## config.mk

```make
export PLATFORM = sky130hd
export DESIGN_NAME = serial_add_ctrl
export DESIGN_NICKNAME = d
export VERILOG_FILES = /design/src/rtl/serial_add_ctrl.sv
export SDC_FILE = /design/constraint.sdc
export NUM_CORES = 1
export LEC_CHECK = 0
export ABC_AREA = 0
export BUFFER_PORTS_ARGS = -buffer_cell sky130_fd_sc_hd__buf_2
export CORE_MARGIN = 2
export CORE_UTILIZATION = 30
export CTS_CLUSTER_SIZE = 14
export DETAILED_ROUTE_END_ITERATION = 12
export GPL_ROUTABILITY_DRIVEN = 0
export HOLD_SLACK_MARGIN = 0.1
export PLACE_DENSITY_LB_ADDON = 0.2
export SYNTH_ARGS = -nofsm -noshare
export SYNTH_HDL_FRONTEND = slang
export SYNTH_SLANG_ARGS = --single-unit
```

## constraint.sdc

```tcl
create_clock -name clk -period 5.4 [get_ports clk]
set_input_delay 1.08 -clock clk [delete_from_list [all_inputs] [get_ports clk]]
set_output_delay 1.08 -clock clk [all_outputs]
set_load 0.1 [all_outputs]
```

## src/rtl/serial_add_ctrl.sv

```systemverilog
// serial_add_ctrl: wide unsigned adder built from one shared 4-bit ripple
// slice. Each RUN cycle adds one nibble of the captured operands, and the slice
// carry is kept in a register between cycles.
// Optional feature: define SERIAL_ADD_OVF_EN to add the signed-overflow
// output ovf.

// n-bit ripple-carry adder used as the shared slice
module ripple_adder #(
    parameter int n = 4
) (
    output logic         co,
    output logic [n-1:0] SUM,
    input  logic [n-1:0] A,
    input  logic [n-1:0] B,
    input  logic         ci
);

    // Bit-serial carry chain, LSB first
    always_comb begin : chain
        logic c;
        c   = ci;
        SUM = '0;
        for (int unsigned i = 0; i < n; i++) begin
            SUM[i] = A[i] ^ B[i] ^ c;
            c      = (A[i] & B[i]) | (c & (A[i] ^ B[i]));
        end
        co = c;
    end

endmodule

module serial_add_ctrl #(
    parameter int NSLICES = 4,
    parameter int IDXW    = 4
) (
    input  logic                 clk,
    input  logic                 rst,
    input  logic                 in_valid,
    output logic                 in_ready,
    input  logic [4*NSLICES-1:0] A,
    input  logic [4*NSLICES-1:0] B,
    input  logic                 ci,
    output logic                 out_valid,
    input  logic                 out_ready,
    output logic [4*NSLICES-1:0] SUM,
    output logic                 co,
    output logic                 busy
`ifdef SERIAL_ADD_OVF_EN
    ,
    output logic                 ovf
`endif
);

    localparam int W = 4 * NSLICES;

    typedef enum logic [1:0] {
        S_IDLE = 2'd0,
        S_RUN  = 2'd1,
        S_DONE = 2'd2
    } state_t;

    state_t state, state_nx;

    logic [W-1:0]    a_r;
    logic [W-1:0]    b_r;
    logic            carry;
    logic [IDXW-1:0] idx;

    logic [3:0] slice_a;
    logic [3:0] slice_b;
    logic [3:0] slice_sum;
    logic       slice_co;
    logic       last;

    assign last = (idx == IDXW'(NSLICES - 1));

    // The single shared adder slice
    ripple_adder #(.n(4)) u_slice (
        .co  (slice_co),
        .SUM (slice_sum),
        .A   (slice_a),
        .B   (slice_b),
        .ci  (carry)
    );

    // Select the current nibble of each captured operand
    always_comb begin
        slice_a = '0;
        slice_b = '0;
        for (int unsigned i = 0; i < NSLICES; i++) begin
            if (idx == IDXW'(i)) begin
                slice_a = a_r[4*i +: 4];
                slice_b = b_r[4*i +: 4];
            end
        end
    end

    // State register
    always_ff @(posedge clk) begin
        if (rst) begin
            state <= S_IDLE;
        end else begin
            state <= state_nx;
        end
    end

    // Next-state logic
    always_comb begin
        state_nx = state;
        case (state)
            S_IDLE: if (in_valid) state_nx = S_RUN;
            S_RUN:  if (last)     state_nx = S_DONE;
            S_DONE: if (out_ready) state_nx = S_IDLE;
            default: state_nx = S_IDLE;
        endcase
    end

    // Handshake and status outputs decoded from state
    always_comb begin
        in_ready  = 1'b0;
        out_valid = 1'b0;
        busy      = 1'b0;
        case (state)
            S_IDLE: in_ready  = 1'b1;
            S_RUN:  busy      = 1'b1;
            S_DONE: begin
                out_valid = 1'b1;
                busy      = 1'b1;
            end
            default: in_ready = 1'b0;
        endcase
    end

    // Operand capture, per-nibble accumulation and result registers
    always_ff @(posedge clk) begin
        if (rst) begin
            a_r   <= '0;
            b_r   <= '0;
            carry <= 1'b0;
            idx   <= '0;
            SUM   <= '0;
            co    <= 1'b0;
`ifdef SERIAL_ADD_OVF_EN
            ovf   <= 1'b0;
`endif
        end else begin
            case (state)
                S_IDLE: begin
                    if (in_valid) begin
                        a_r   <= A;
                        b_r   <= B;
                        carry <= ci;
                        idx   <= '0;
                    end
                end
                S_RUN: begin
                    for (int unsigned i = 0; i < NSLICES; i++) begin
                        if (idx == IDXW'(i)) begin
                            SUM[4*i +: 4] <= slice_sum;
                        end
                    end
                    carry <= slice_co;
                    if (last) begin
                        co <= slice_co;
`ifdef SERIAL_ADD_OVF_EN
                        ovf <= (a_r[W-1] == b_r[W-1]) & (slice_sum[3] != a_r[W-1]);
`endif
                    end else begin
                        // idx stops at the last slice rather than wrapping
                        idx <= idx + IDXW'(1);
                    end
                end
                default: ;
            endcase
        end
    end

endmodule

```

=== Word level (Yosys, flattened, before mapping) ===
Cells that the tools add are included.

* Register bits after elaboration: 56
* Bits of input ports: 37
* Output and inout bits: 20
* Word-level logic and storage cells: 72

* $add $sub $neg: 1
* Eq/ne operators: 9
* Muxes and demuxes: 20
* Bitwise operators: 20
* Reduce and logical (&&, ||, !) cells: 12

{| class="wikitable"
|+ Operators with widths
! kind !! count
|-
| 4-bit 2-to-1 mux || 10
|-
| 2-bit AND reduction || 6
|-
| 1-bit AND || 8
|-
| 4-bit by 2-bit == test with 1-bit output, second input constant || 2
|-
| 2-bit != test, second input constant || 4
|-
| 4-bit case mux with 2 select lines || 1
|-
| 1-bit XOR || 8
|-
| 2-bit 2-to-1 mux || 3
|-
| 2-bit case mux with 3 select lines || 1
|-
| 3-bit AND reduction || 2
|-
| 4-bit by 1-bit adder with 4-bit output, second input constant || 1
|-
| 4-bit by 1-bit == test with 1-bit output, second input constant || 1
|-
| 4-bit logical NOT || 1
|-
| 1-bit 2-to-1 mux || 4
|-
| 1-bit OR || 4
|-
| 2-bit by 1-bit == test with 1-bit output, second input constant || 1
|-
| 2-bit == test, second input constant || 1
|-
| 2-bit logical NOT || 1
|-
| 1-bit case mux with 2 select lines || 1
|-
| 2-bit nonzero test || 1
|-
| 2-bit OR reduction || 1
|}

=== Longest topological paths before layout ===
Gate-level depths: netlist of the first run.

* Depth in word-level cells: 15
* Gate-level depth with buffers: 15
* Gate-level depth less buffers: 13

=== Cells and area by module ===
From an unflattened synthesis of the first run, not the netlist that was laid out.

* Cells, all modules: 324
* Area total of the unflattened synthesis: 2,657.5 µm²

{| class="wikitable"
|+ By module, submodules not included
! module !! times used !! cells an instance !! area each (µm²)
|-
| serial_add_ctrl || 1 || 310 || 2,539.9
|-
| ripple_adder || 1 || 14 || 117.6
|}

=== Least setup slack after synthesis of the first run ===
No wires, ideal clock.

* Kind: reg-to-reg
* Start point: register idx[0]
* End point: register SUM[11]
* Library setup time: 128 ps
* Arrival time: 3,049 ps
* Setup slack: 2,224 ps
* Cell stages (with the launch flop): 15
* Buffers on the path: 2
* Path through: dfxtp_1 > inv_1 > ha_1 > buf_2 > clkbuf_1 > a21oi_1 > a221oi_1 > o21ai_0 > fa_1 > inv_1 > fa_1 > fa_1 > fa_1 > mux2i_1 > nor2_1

* Longest elaborated chain between the ends: 13

{| class="wikitable"
|+ RTL lines
! item !! line !! source
|-
| from (decl) || 67 || <nowiki>logic [IDXW-1:0] idx;</nowiki>
|-
| from (signal assigned) || 170 || <nowiki>idx <= idx + IDXW'(1);</nowiki>
|-
| 4-bit logical NOT || 91 || <nowiki>if (idx == IDXW'(i)) begin</nowiki>
|-
| 4-bit 2-to-1 mux (4 in a row) || 91 ||
|-
| 1-bit XOR || 25 || <nowiki>c = (A[i] & B[i]) | (c & (A[i] ^ B[i]));</nowiki>
|-
| 1-bit AND || 25 ||
|-
| 1-bit OR || 25 ||
|-
| 1-bit AND || 25 ||
|-
| 1-bit OR || 25 ||
|-
| 1-bit AND || 25 ||
|-
| 1-bit OR || 25 ||
|-
| 1-bit XOR (*) || 24 || <nowiki>SUM[i] = A[i] ^ B[i] ^ c;</nowiki>
|-
| named net slice_sum[3] || 71 || <nowiki>logic [3:0] slice_sum;</nowiki>
|-
| to (signal, indexed assignment) || 159 || <nowiki>SUM[4*i +: 4] <= slice_sum;</nowiki>
|-
| to (decl) || 45 || <nowiki>output logic [4*NSLICES-1:0] SUM,</nowiki>
|}

The timed path passes the listed nets; every way through them passes the cells marked *.
A chain may end at the register's enable or synchronous reset.

=== Final worst setup path of the first run ===
* Start point: register idx[0]
* End point: register SUM[15]

The elaborated chain is that of the path after synthesis.

==> metrics.txt, run 1 <==
Worst Tran Pin Value=1.09 ns; post-layout min period=3.40 ns; critical path's most frequent cell=fa_1; first-pass iteration count of the detailed router=4; register area=0.00112 sq mm; NumNets Final=404; pins over their slew limit=0; die width=97.5 um; cell-by-cell trace of the critical path=inv_1 > ha_1 > a21oi_1 > a221oi_1 > o21ai_0 > fa_1 > inv_1 > fa_1 > fa_1 > fa_1 > mux2i_1 > nor2_1; period utilization=0.630; critical path capture point type=flop; syn avg cell area=8.27 sq um; Post-Syn Area=0.00262 sq mm; setup TNS=0 ns; max-cap violations=0; Flop pwr share=0.429; CP max-delay cell=fa_1; die area=0.00951 sq mm; f_max=294 MHz; register area share after synthesis=0.427; RSZ-0062 raised after global routing=no; library cells used by synthesis=38; Startpoint Class=flop; Worst VDD drop=139 uV; Comb power frac=0.362; Clock Power Share=0.209; syn_nets=365; vias per inst=4.67; Clock Latency Late Sink=0.31 ns; io pins=57; Worst Path Arrival=3.57 ns; share of cells above drive strength 1=0.204; yosys synthesis warning count=0; Initial Util=0.305; area delta synth->final=15.6%; relative slew slack=0.268; initial antenna violation count=0; Core ar.=0.00859 sq mm; All-Layer GR Usage=0.136; CTS hold repair buffers=0; status=complete, no violations; final core utilization=0.353; first-pass GRT wire length=10,700 um; # port buffers=56; largest net degree at the start of global routing=58; CP max stage delay=0.52 ns; vias in the first global route=2,229; delay-heaviest family, CP=adder cells; final antenna-violating net count=0; crit path kind=reg -> reg; WP data required=5.57 ns; row count=34; Pleak=0.00120 uW; final WL=6250 um; post-cts repair resize count=0; Hold WC Path Type=reg -> reg; 1st-iter DRT viols=61; clock root cell=clkbuf_8; Worst Path Max Fanout=17; sw frac=0.401; Post-route DRC=0; DR WL/cell=13.4 um; TritonCTS clock tree=built; CTS Buf Count=5; Pwr Density=370 mW/mm^2; # diodes=0; CTS sink count=56; HPWL Detailed=4420 um; Final Skew=0.00940 ns; Die Span Y=97.5 um; filler cell count=952; Gate Count Post-Synth=317; Sw Pwr=450 uW; Setup Fix Bufs, Post-CTS=0; CP bufs+invs=2; P_int=672 uW; vias after detailed routing=2,171; clock tree buffer depth=2; Clock Pin Slew Worst Setup and Hold Paths=0.10 ns; Seq cells post-synth=56; residual overflow from global routing=0; Final setup viols=0; final hold vios=0; multi-input logic area=0.00132 sq mm; H-tree depth=2
per-layer routing:
layer,wire (um),part of all wire,track usage,vias up
met3,255,0.041,0.0281,9
met4,125,0.020,0.0470,0
met2,2730,0.44,0.210,45
met5,0,0,0,-
met1,3140,0.50,0.188,979
li1,-,-,-,1138
cell usage after synthesis (all sizes together):
library cell / n / share of area
nor3: 1 / 0.0019
a211oi: 4 / 0.011
buf: 8 / 0.018
ha: 7 / 0.033
or2: 1 / 0.0024
o211ai: 1 / 0.0029
a221o: 6 / 0.023
o31ai: 2 / 0.0057
and2: 3 / 0.0076
clkbuf: 19 / 0.027
dfxtp: 56 / 0.43
or3b: 1 / 0.0033
nor3b: 1 / 0.0029
nand3: 1 / 0.0019
inv: 17 / 0.024
mux2i: 15 / 0.057
o21ai: 4 / 0.0076
nand4: 2 / 0.0048
a31oi: 1 / 0.0024
nand3b: 9 / 0.026
a221oi: 4 / 0.016
a311oi: 1 / 0.0033
and4bb: 1 / 0.0062
fa: 4 / 0.031
or4: 2 / 0.0072
nor2: 19 / 0.027
a32o: 1 / 0.0038
nand2: 71 / 0.10
or2b: 1 / 0.0029
a21oi: 48 / 0.092
nor4bb: 3 / 0.011
nand2b: 3 / 0.0072
cell families after synthesis:
family / count (synthesis) / share of synthesized area
compound gates: 72 / 0.167
fa+ha+maj: 11 / 0.0639
buf+inv: 44 / 0.0697
simple gates: 119 / 0.214
mux: 15 / 0.0573
flops: 56 / 0.427
through the flow:
stage          total power (uW)  hold slack, ns  cell area (sq um)  instances  setup slack [ns]
2_1_floorplan               814           0.432               2620        317              2.22
3_3_place_gp                896           0.447               2940        457              2.13
3_5_place_dp                903           0.452               2940        457              2.04
4_1_cts                    1140           0.467               3030        465              2.00
5_1_grt                    1190           0.482               3030        465              1.76
6_report                   1120           0.464               3030        465              2.00
flip-flops by register name (all words and copies together) (netlist names):
| signal | cells |
|---|---|
| idx | 4 |
| SUM | 16 |
| a_r | 16 |
| b_r | 16 |
| carry | 1 |
| co | 1 |
| state | 2 |
worst min-delay path, delay by kind of cell (launching register included):
| family | cells | cell delay (ns) |
|---|---|---|
| AO/OA/AOI/OAI | 1 | 0.05 |
| flip-flops | 1 | 0.32 |
| AND/OR/NAND/NOR | 1 | 0.05 |
power by group through the flow:
stage	Clock (uW)	Sequential, uW	Combinational (uW)
global route	259	487	449
floorplan	0	545	268
global placement	0	491	406
finish	234	482	406
CTS	244	482	411
detailed placement	0	491	412
layout make-up:
type	count	area share
inverters	17	0.0210
clock inverters	3	0.00702
flip-flops and latches	56	0.370
well taps	108	0.0446
multi-input cells	217	0.435
clock buffers	5	0.0227
repair buffers	59	0.0999
path summary, 6_finish.rpt:
path / startpoint / endpoint / slack (ns) / depth (start not counted)
worst max-delay path: idx[0]$_SDFFE_PP0P_ / SUM[15]$_SDFFE_PP0P_ / 2.00 / 12
worst min-delay path: b_r[8]$_SDFFE_PP0P_ / b_r[8]$_SDFFE_PP0P_ / 0.46 / 2
worst max register to register: idx[0]$_SDFFE_PP0P_ / SUM[15]$_SDFFE_PP0P_ / 2.00 / 12
worst min register to register: b_r[8]$_SDFFE_PP0P_ / b_r[8]$_SDFFE_PP0P_ / 0.46 / 2
cells in the final DEF, fill, tap and decap left out, types with 2 or more instances in the layout:
cell,n
buf_4,3
o31ai_1,2
nand2_1,71
nand4_1,2
inv_1,17
clkbuf_8,5
fa_1,4
o21ai_0,4
a221oi_1,3
a221o_1,6
a21oi_1,48
nand3b_1,9
nor2_1,19
buf_2,56
a211oi_1,4
ha_1,7
mux2i_1,15
and2_1,2
dfxtp_1,56
nor4bb_1,3
nand2b_1,3
No activity file was read; power rests on OpenSTA's default activity.
==> run 2: changes to the inputs <==
Clock period 5.4 ns to 2.8 ns, I/O delays scaled along.
==> metrics.txt, run 2 (synthesis results as in run 1) <==
Hold WC Path Type=reg -> reg; CTS Buf Count=5; worst r2r dst=SUM[3]$_SDFFE_PP0P_; HPWL Detailed=4750 um; Cells after DPL=471; pins over their slew limit=0; Core ar.=0.00859 sq mm; residual overflow from global routing=0; DR WL/cell=13.3 um; delay-heaviest family, CP=adder cells; worst reg-to-reg path cell count=12; post-route setup slack=-0.0425 ns; Hold Path Origin=a_r[11]$_SDFFE_PP0P_; H-tree depth=2; Reg-to-Reg Start=idx[1]$_SDFFE_PP0P_; Pwr Density=686 mW/mm^2; final WL=6380 um; final core utilization=0.376; io pins=57; vias in the first global route=2,246; area delta synth->final=23.1%; RSZ-0062 raised after global routing=yes; CTS sink count=56; first-pass GRT wire length=10,800 um; CP max-delay cell=fa_2; final hold vios=0; met1 usage=0.185; Pleak=0.00128 uW; # diodes=0; largest net degree at the start of global routing=35; All-Layer GR Usage=0.138; top flop regs=SUM: 16 flops, a_r: 16 flops, b_r: 16 flops; setup slack, reg-to-reg=-0.04 ns; relative slew slack=0.580; WP data required=2.99 ns; period utilization=1.02; CTS hold repair buffers=0; leading cell types in the layout, fill and taps excluded=71 x nand2_1, 56 x buf_2, 54 x dfxtp_1; failing checks=negative setup slack; status=finished with violations; vias after detailed routing=2,247; Worst Path Max Fanout=6; f_max=352 MHz; die area=0.00951 sq mm; Initial Util=0.305; row count=34; TritonCTS clock tree=built; critical path capture point type=flop; vias per inst=4.67; first-pass iteration count of the detailed router=4; CP max stage delay=0.49 ns; Final setup viols=4; Hold Path Stages=2; clock root cell=clkbuf_8; share of cells above drive strength 1=0.284; 1st-iter DRT viols=122; final antenna-violating net count=0; Clock Latency Late Sink=0.31 ns; post-layout min period=2.84 ns; CP bufs+invs=2; critical path's most frequent cell=fa_2; initial antenna violation count=0; # port buffers=56; commonest non-fill, non-tap cell in the layout=nand2_1; Top Usage Layer GRT=met2; GRT met2 Usage=0.221; Worst Path Arrival=3.04 ns; Final Skew=0.0112 ns; post-route insts no fill=481; crit path kind=reg -> reg; setup slack after placement=-0.0547 ns; WHS Endpoint=a_r[11]$_SDFFE_PP0P_; setup TNS=-0.153 ns; Post-route DRC=0; die width=97.5 um; NumNets Final=420; cell-by-cell trace of the critical path=buf_6 > ha_4 > a21oi_2 > a221oi_2 > o21ai_1 > fa_2 > inv_2 > fa_2 > fa_2 > fa_2 > mux2i_1 > nor2_1; Clock Pin Slew Worst Setup and Hold Paths=0.10 ns; max-cap violations=0; Die Span Y=97.5 um; Worst VDD drop=197 uV; M3 GR Usage=0.0345; Worst Tran Pin Value=0.630 ns; clock tree buffer depth=2; Startpoint Class=flop
[run 2: through the flow]
stage	power (uW)	hold WS [ns]	cell area (sq um)
2_1_floorplan	1600	0.432	2710
3_3_place_gp	1770	0.446	3100
3_5_place_dp	1780	0.450	3100
4_1_cts	2250	0.464	3230
5_1_grt	2350	0.475	3230
6_report	2210	0.460	3230
[run 2: timing repair]
item / CTS / global route
hold endpoints to repair: 0 / 0
setup buffers: 2 / 0
pin swaps: 1 / 0
gates resized for setup: 5 / 1
endpoints found under the setup margin: 5 / 6
[run 2: worst reg2reg max path, stage by stage, from the launching register on]
cell and delay, ns:
dfxtp_4 0.37, buf_6 0.12, ha_4 0.17, a21oi_2 0.12, a221oi_2 0.07, o21ai_1 0.17, fa_2 0.22, inv_2 0.04
fa_2 0.36, fa_2 0.38, fa_2 0.49, mux2i_1 0.16, nor2_1 0.05
[run 2: routing by layer]
layer	vias up	routed length, um
met5	-	0
met4	0	62
met3	2	275
met2	52	2920
met1	1015	3120
li1	1178	-
[run 2: how the worst max path moves through the flow]
stage                   startpoint                   end  slack, ns  depth (start not counted)
6_report       idx[1]$_SDFFE_PP0P_   SUM[3]$_SDFFE_PP0P_      -0.04                         12
5_1_grt        idx[1]$_SDFFE_PP0P_   SUM[7]$_SDFFE_PP0P_      -0.17                         12
4_1_cts        idx[1]$_SDFFE_PP0P_   SUM[3]$_SDFFE_PP0P_      -0.06                         12
3_5_place_dp   idx[1]$_SDFFE_PP0P_   SUM[3]$_SDFFE_PP0P_      -0.05                         12
3_3_place_gp   idx[1]$_SDFFE_PP0P_  SUM[11]$_SDFFE_PP0P_       0.01                         12
2_1_floorplan  idx[0]$_SDFFE_PP0P_  SUM[11]$_SDFFE_PP0P_      -0.12                         14
[run 2: cell type report]
cell class,instances,area (sq um)
inverter,17,63.8
clock buffer,7,86.3
timing repair buffer,75,427
tap,108,135
multi-input combinational,217,1380
sequential,56,1130
fill,924,5370
clock inverter,1,7.51
[run 2: report_power, final]
group | internal [uW] | switching (uW)
clock network | 202 | 257
registers | 881 | 49.8
logic | 274 | 550
